**config.mk**
```make
export PLATFORM = sky130hd
export DESIGN_NAME = memwb_stage
export DESIGN_NICKNAME = d
export VERILOG_FILES = /design/src/rtl/memwb_stage.sv
export SDC_FILE = /design/constraint.sdc
export NUM_CORES = 1
export LEC_CHECK = 0
export ABC_AREA = 1
export BUFFER_PORTS_ARGS = -buffer_cell sky130_fd_sc_hd__buf_4
export CAP_MARGIN = 20
export CORE_MARGIN = 2
export CORE_UTILIZATION = 49
export CTS_CLUSTER_DIAMETER = 100
export DETAILED_ROUTE_END_ITERATION = 8
export PLACE_DENSITY = 0.77
export SLEW_MARGIN = 40
export SYNTH_ARGS = -nofsm -noshare
export SYNTH_HDL_FRONTEND = slang
export SYNTH_SLANG_ARGS = --single-unit
```
**constraint.sdc**
```tcl
create_clock -name clk -period 1.6 [get_ports clk]
set_input_delay 0.16 -clock clk [delete_from_list [all_inputs] [get_ports clk]]
set_output_delay 0.16 -clock clk [all_outputs]
set_load 0.02 [all_outputs]
```
**src/rtl/memwb_stage.sv**
```systemverilog
// MEM/WB pipeline stage with a one-deep skid buffer.
// Beats are held in a main register, which drives the outputs, and a skid
// register that absorbs one extra beat so in_ready can be registered.
//   clk, rst      : clock and synchronous active-high reset
//   flush         : discard all held beats (data fields kept, state -> EMPTY)
//   in_*          : upstream valid/ready beat (control bits, data, rd)
//   out_*         : WB beat; out_wbdata selects memdata or alures
//   stall_cnt     : saturating count of cycles with out_valid & !out_ready
module memwb_stage #(
  parameter int DATA_W = 32,
  parameter int RD_W   = 5,
  parameter int CNT_W  = 16
) (
  input  logic              clk,
  input  logic              rst,
  input  logic              flush,
  input  logic              in_valid,
  output logic              in_ready,
  input  logic              in_memtoreg,
  input  logic              in_regwrite,
  input  logic              in_pcsrc,
  input  logic              in_jump,
  input  logic [DATA_W-1:0] in_memdata,
  input  logic [DATA_W-1:0] in_alures,
  input  logic [RD_W-1:0]   in_rd,
  output logic              out_valid,
  input  logic              out_ready,
  output logic              out_memtoreg,
  output logic              out_regwrite,
  output logic              out_pcsrc,
  output logic              out_jump,
  output logic [DATA_W-1:0] out_memdata,
  output logic [DATA_W-1:0] out_alures,
  output logic [RD_W-1:0]   out_rd,
  output logic [DATA_W-1:0] out_wbdata,
  output logic [CNT_W-1:0]  stall_cnt
);

  typedef enum logic [1:0] {EMPTY, ONE, TWO} state_t;

  typedef struct packed {
    logic              memtoreg;
    logic              regwrite;
    logic              pcsrc;
    logic              jump;
    logic [DATA_W-1:0] memdata;
    logic [DATA_W-1:0] alures;
    logic [RD_W-1:0]   rd;
  } beat_t;

  state_t state, state_nx;
  beat_t  main_q, skid_q, in_beat;
  logic   accept, pop;
  logic   load_main_in, load_skid_in, load_main_skid;

  assign in_beat = '{memtoreg: in_memtoreg, regwrite: in_regwrite,
                     pcsrc: in_pcsrc, jump: in_jump, memdata: in_memdata,
                     alures: in_alures, rd: in_rd};

  assign out_valid = (state != EMPTY);
  assign accept    = in_valid & in_ready;
  assign pop       = out_valid & out_ready;

  always_comb begin
    state_nx       = state;
    load_main_in   = 1'b0;
    load_skid_in   = 1'b0;
    load_main_skid = 1'b0;
    unique case (state)
      EMPTY: begin
        if (accept) begin
          load_main_in = 1'b1;
          state_nx     = ONE;
        end
      end
      ONE: begin
        if (accept && pop) begin
          load_main_in = 1'b1;
        end else if (accept) begin
          load_skid_in = 1'b1;
          state_nx     = TWO;
        end else if (pop) begin
          state_nx = EMPTY;
        end
      end
      TWO: begin
        if (pop) begin
          load_main_skid = 1'b1;
          state_nx       = ONE;
        end
      end
      default: state_nx = EMPTY;
    endcase
    // Flush wins over any transfer; register loads are suppressed below.
    if (flush) state_nx = EMPTY;
  end

  always_ff @(posedge clk) begin
    if (rst) begin
      state    <= EMPTY;
      in_ready <= 1'b1;
      main_q   <= '0;
      skid_q   <= '0;
    end else begin
      state    <= state_nx;
      in_ready <= (state_nx != TWO);
      if (!flush) begin
        if (load_main_in)   main_q <= in_beat;
        if (load_main_skid) main_q <= skid_q;
        if (load_skid_in)   skid_q <= in_beat;
      end
    end
  end

  always_ff @(posedge clk) begin
    if (rst) begin
      stall_cnt <= '0;
    end else if (out_valid && !out_ready && (stall_cnt != '1)) begin
      stall_cnt <= stall_cnt + CNT_W'(1);
    end
  end

  assign out_memtoreg = main_q.memtoreg;
  assign out_regwrite = main_q.regwrite & out_valid & (main_q.rd != '0);
  assign out_pcsrc    = main_q.pcsrc & out_valid;
  assign out_jump     = main_q.jump & out_valid;
  assign out_memdata  = main_q.memdata;
  assign out_alures   = main_q.alures;
  assign out_rd       = main_q.rd;
  assign out_wbdata   = out_memtoreg ? out_memdata : out_alures;

endmodule

```
# --- Word-level counts from Yosys, hierarchy flattened ---
# Cells that the tools add are included.
totals:
  wordCells: 56
  output_inout_bits: 123
  ff_bits: 165
classes:
  add_sub_neg: 1
  mux: 17
  bitwise_logic: 7
  n_reduce_logical: 10
  eq_ne: 4
ops:
  columns: ["op", "count"]
  rows:
  - ["$mux W73", 2]
  - ["$mux W32", 1]
  - ["$add A16 B1 Y16 const B", 1]
  - ["$ne A16 B16 Y1 const B", 1]
  - ["$mux W2", 6]
  - ["$and A1 B1 Y1", 6]
  - ["$mux W1", 6]
  - ["$pmux W2 S3", 1]
  - ["$reduce_bool A5 Y1", 1]
  - ["$reduce_and A2 Y1", 2]
  - ["$reduce_bool A2 Y1", 2]
  - ["$logic_and A1 B1 Y1", 3]
  - ["$eq A2 B1 Y1 const B", 1]
  - ["$eq A2 B2 Y1 const B", 1]
  - ["$logic_not A2 Y1", 1]
  - ["$ne A2 B2 Y1 const B", 1]
  - ["$pmux W1 S2", 1]
  - ["$logic_not A1 Y1", 1]
  - ["$not A1 Y1", 1]

# --- Logic depth before layout (Yosys ltp) ---
depth:
  ltp_word: 8
  mapped_depth: 9
  mapped_depth_nobuf: 9

# --- Worst setup path after synthesis ---
# Ideal clock, no wire load.
synth_path:
  kind: "register to register"
  startpoint: "reg stall_cnt[0]"
  endpoint: "reg stall_cnt[10]"
  stages_incl_launch_ff: 10
  t_required_ps: 1468
  period_less_slack_ps: 1612
  setup_ps: 132
  t_arrival_ps: 1479
  slack_ps: -12
  path_buffers: 1
  path_cell_list: "dfxtp_1 -> ha_1 -> inv_1 -> nor2_1 -> nand2_1 -> nor2_1 -> nor2_2 -> buf_2 -> nand2_1 -> a21oi_1"
synth_via:
  elab_chain_len: 2
synth_lines:
  columns: ["item", "line", "text"]
  rows:
  - ["start: declaration", "36", "output logic [CNT_W-1:0] stall_cnt"]
  - ["start signal: assignment", "119", "stall_cnt <= stall_cnt + CNT_W'(1);"]
  - ["parallel branches: the longest is 2 deep, another holds $add A16 B1 Y16", null, null]
# Parallel ways; which one is timed is not known.
# A chain may end at the register's enable or synchronous reset.

# --- Worst setup path after layout ---
layout_path:
  startpoint: "reg main_q (netlist bit out_memtoreg)"
  endpoint: "out out_wbdata[30]"
layout_via:
  elab_chain_len: 1
layout_lines:
  columns: ["item", "line", "text"]
  rows:
  - ["start: declaration", "52", "beat_t main_q, skid_q, in_beat;"]
  - ["start signal: assignment", "108", "if (load_main_in) main_q <= in_beat;"]
  - ["start signal: assignment", "109", "if (load_main_skid) main_q <= skid_q;"]
  - ["$mux W32", "130", "assign out_wbdata = out_memtoreg ? out_memdata : out_alures;"]
  - ["end: declaration", "35", "output logic [DATA_W-1:0] out_wbdata,"]
# No other way between the ends.

==> run metrics <==
reg-to-reg endpoint=stall_cnt[10]$_SDFFE_PP0P_; die height=133 um; Yosys top cell by area=dfxtp_1; RD Place Congestion=~0.80; clk sinks=165; Max clock buf depth=2; pin count of the biggest net entering global routing=a little over 90; vias in the first global route=roughly 6,700; Worst Setup SP=out_memtoreg$_SDFFE_PP0P_; Finished Core Util=around 62%; Synth Instances=about 1,300; WP depth=3; Synth Area in Simple Gates=23.8%; Synth Register Bits=165; critical path endpoint=out_wbdata[30]; Top Ports=around 200; Port Buffer Count=200; P_leak=roughly 4.8 nW; Setup crit end kind=primary output; Worst Path Max Fanout=19; minimum clock period=1.59 ns; mean number of vias per cell=around 4.8; Setup Skew=0.00636 ns; switching share of power=25.9%; DRC Markers=0; Slew Limit Fails=0; Final period util=99.4%; clk_lat worst skew=0.42 ns; first-pass GRT wire length=32,700 um; Slew HR=73.4%; Synthesis Warnings=0; Final #Nets=about 1,400; CP max-delay cell=dfxtp_2; Buf+Inv Stages, Crit Path=2; DP Wirelength=13,900 um; total wire length=20,200 um; initial antenna violation count=0; start point of the worst hold path=in_memdata[25]; Iteration-0 DRC Markers=441; Seq pwr share=about 43%; Worst Max-Slew Pin Slew=0.399 ns; type of origin of the critical path=flop; Post-Syn Area per Cell=6.56 um^2; fmax=about 630 MHz; Max Cap Viol=0; Pre-antenna DRT Iters=7; share of cells above drive strength 1=20.9%; via count=7,594; compound-cell area share of the yosys netlist=roughly 17%; Worst VDD drop=around 800 uV; RSZ-0062 raised after global routing=yes; Fillers=1,490; design area=~0.010 mm^2; H-tree Lvls=4; power density over the cells=around 1000 mW/mm^2; Seq. cell area=0.00332 mm^2; status=finished clean; Synthesized Nets=1,331; largest stage delay on the critical path=0.34 ns; post-synthesis mux area share=0%; Cell Area, Synth=0.00821 mm^2; Hold Crit Class=in2reg; post-DR wirelength/cell=12.7 um; combinational family with the most area after synthesis=simple AND/OR/NAND/NOR gates; die area=0.0178 mm^2; CTS tree=built; TritonCTS buffer count=17; Worst R2R Path Depth=9; Worst-path clk slew=0.06 ns; CTS Root Buffer Type=clkbuf_16; top cell type's share of synthesized area=40.2%; worst setup margin=0.0101 ns; Required @ worst endpoint=1.44 ns; post-place instance area=0.00951 mm^2; Clock Power Share=41.5%; endpoints failing hold=0; final setup vio count=0; switching pwr=2.66 mW; Initial Util=about half; startpoint of the worst register-to-register path=stall_cnt[1]$_SDFFE_PP0P_; Multi-input gate area=0.00343 mm^2; Core Region=approximately 0.016 mm^2; ant diodes=0; Rows=47; Setup WS pre-CTS=-0.0439 ns; Worst EP arrival=1.43 ns; CP top delay family=buffers and inverters; die width=133 um; Setup CP Type=reg2out; Synth Area in Adders=0.152%; sequential element share of the synthesized area=40.2%; ranking of synthesized cells by area=dfxtp_1 40%, nand2_1 14%, o21ai_0 11%, nor2_1 8.0%, inv_1 7.4%; crit-path cells=bufbuf_16, o21ai_0, buf_4; Worst R2R Setup Slack=0.11 ns; Synth Area in XOR/XNOR=0.640%; hold_buf cts=0; area grow syn2layout=24.3%; gr ovfl total=0; Yosys cell types=26; Total GRT Usage=between 20% and 30%; Final ANT Viol Nets=0; Pint=approximately 7.6 mW; combinational power share=15.7%
## logic make-up after synthesis
kind of cell / Yosys count
compound gates: 269
xor+xnor: 6
fa+ha+maj: 1
buf+inv: 306
flops: 165
simple gates: 505
## synth_stat cells
master,count
o211ai_2,1
o21a_1,1
ha_1,1
a21oi_1,86
nor2_4,1
o311ai_0,1
o21ai_0,178
dfxtp_1,165
nor3b_1,1
nor3_1,1
clkbuf_1,43
inv_2,2
nand4_1,6
or2_1,1
buf_1,3
buf_4,71
xor2_1,3
nor2_2,4
nand2_1,305
nor2_1,174
buf_6,13
o21ai_1,2
xnor2_1,3
buf_2,13
nand3_1,12
inv_1,161
## repair_timing
| action | 4_1_cts | 5_1_grt |
|---|---|---|
| pin swaps | 0 | 2 |
| gates resized for setup | 7 | 16 |
| buffers inserted | 0 | 1 |
| cloned | 1 | 0 |
| hold endpoints to repair | 0 | 0 |
| endpoints found under the setup margin | 14 | 39 |
## state kept, by name, summed over array words and instances (netlist names)
name,cells
out_memdata,32
in_ready,1
main_q,3
skid_q,73
state,2
stall_cnt,16
out_alures,32
out_rd,5
out_memtoreg,1
## worst register-to-register path, stage by stage (launching register included)
cell,delay [ns]
dfxtp_1,0.33
ha_1,0.16
inv_1,0.04
nor2_1,0.09
nand2_1,0.09
buf_4,0.14
o21ai_1,0.15
buf_4,0.21
nand2_1,0.07
a21oi_1,0.14
## how the worst min path moves through the flow
| stage | to | slack, ns | cells after the start |
|---|---|---|---|
| 4_1_cts | skid_q[62]$_SDFFE_PP0P_ | 0.01 | 3 |
| 5_1_grt | skid_q[71]$_SDFFE_PP0P_ | 0.02 | 3 |
| 6_report | skid_q[62]$_SDFFE_PP0P_ | 0.02 | 3 |
| 2_1_floorplan | state[0]$_SDFF_PP0_ | 0.23 | 1 |
| 3_5_place_dp | skid_q[71]$_SDFFE_PP0P_ | 0.44 | 2 |
| 3_3_place_gp | skid_q[39]$_SDFFE_PP0P_ | 0.43 | 2 |
## cell usage in the layout, fill, tap and decap left out, types with 2 or more instances in the layout
| cell | n |
|---|---|
| dfxtp_2 | 10 |
| bufinv_16 | 4 |
| o21ai_0 | 176 |
| nand4_1 | 6 |
| nor2_1 | 174 |
| clkbuf_16 | 17 |
| buf_6 | 2 |
| nand2_1 | 302 |
| xor2_1 | 3 |
| nand3_1 | 11 |
| a21oi_2 | 2 |
| xnor2_1 | 3 |
| clkinvlp_4 | 2 |
| dfxtp_1 | 155 |
| clkbuf_1 | 3 |
| buf_4 | 211 |
| nor2_4 | 3 |
| nand2_4 | 2 |
| buf_12 | 16 |
| o21ai_1 | 4 |
| inv_1 | 157 |
| clkinv_2 | 2 |
| inv_2 | 5 |
| a21oi_1 | 84 |
| nor2_2 | 2 |
## through the flow
step	instances	setup TNS [ns]	hold WS, ns	power [mW]
2_1_floorplan	1252	0	0.229	5.51
3_3_place_gp	1557	-0.0446	0.431	6.04
3_5_place_dp	1557	-0.0757	0.437	6.05
4_1_cts	1588	0	0.0110	10.3
5_1_grt	1589	-0.653	0.0210	10.7
6_report	1589	0	0.0195	10.3
## power by group through the flow
stage / logic [mW] / registers (mW) / clock network (mW)
CTS: 1.61 / 4.39 / 4.34
global route: 1.78 / 4.41 / 4.49
global placement: 1.56 / 4.47 / 0
floorplan: 1.07 / 4.44 / 0
detailed placement: 1.58 / 4.48 / 0
finish: 1.61 / 4.39 / 4.25
## layout make-up
type	instances	share of cell area [%]
Clock buffer	21	4.42
Clock inverter	9	1.51
Inverter	163	6.02
Multi-Input combinational cell	781	33.6
Sequential cell	165	32.5
Tap cell	220	2.70
Timing Repair Buffer	230	19.2
## routing by layer
| layer | global-route usage (%) | wire length, um | vias up |
|---|---|---|---|
| met3 | 6.47 | 1330 | 26 |
| met2 | 36.2 | 9320 | 203 |
| li1 | - | - | 3991 |
| met1 | 29.8 | 9170 | 3374 |
| met5 | 0 | 0 | - |
| met4 | 7.57 | 372 | 0 |
No activity file was read; power rests on OpenSTA's default activity.
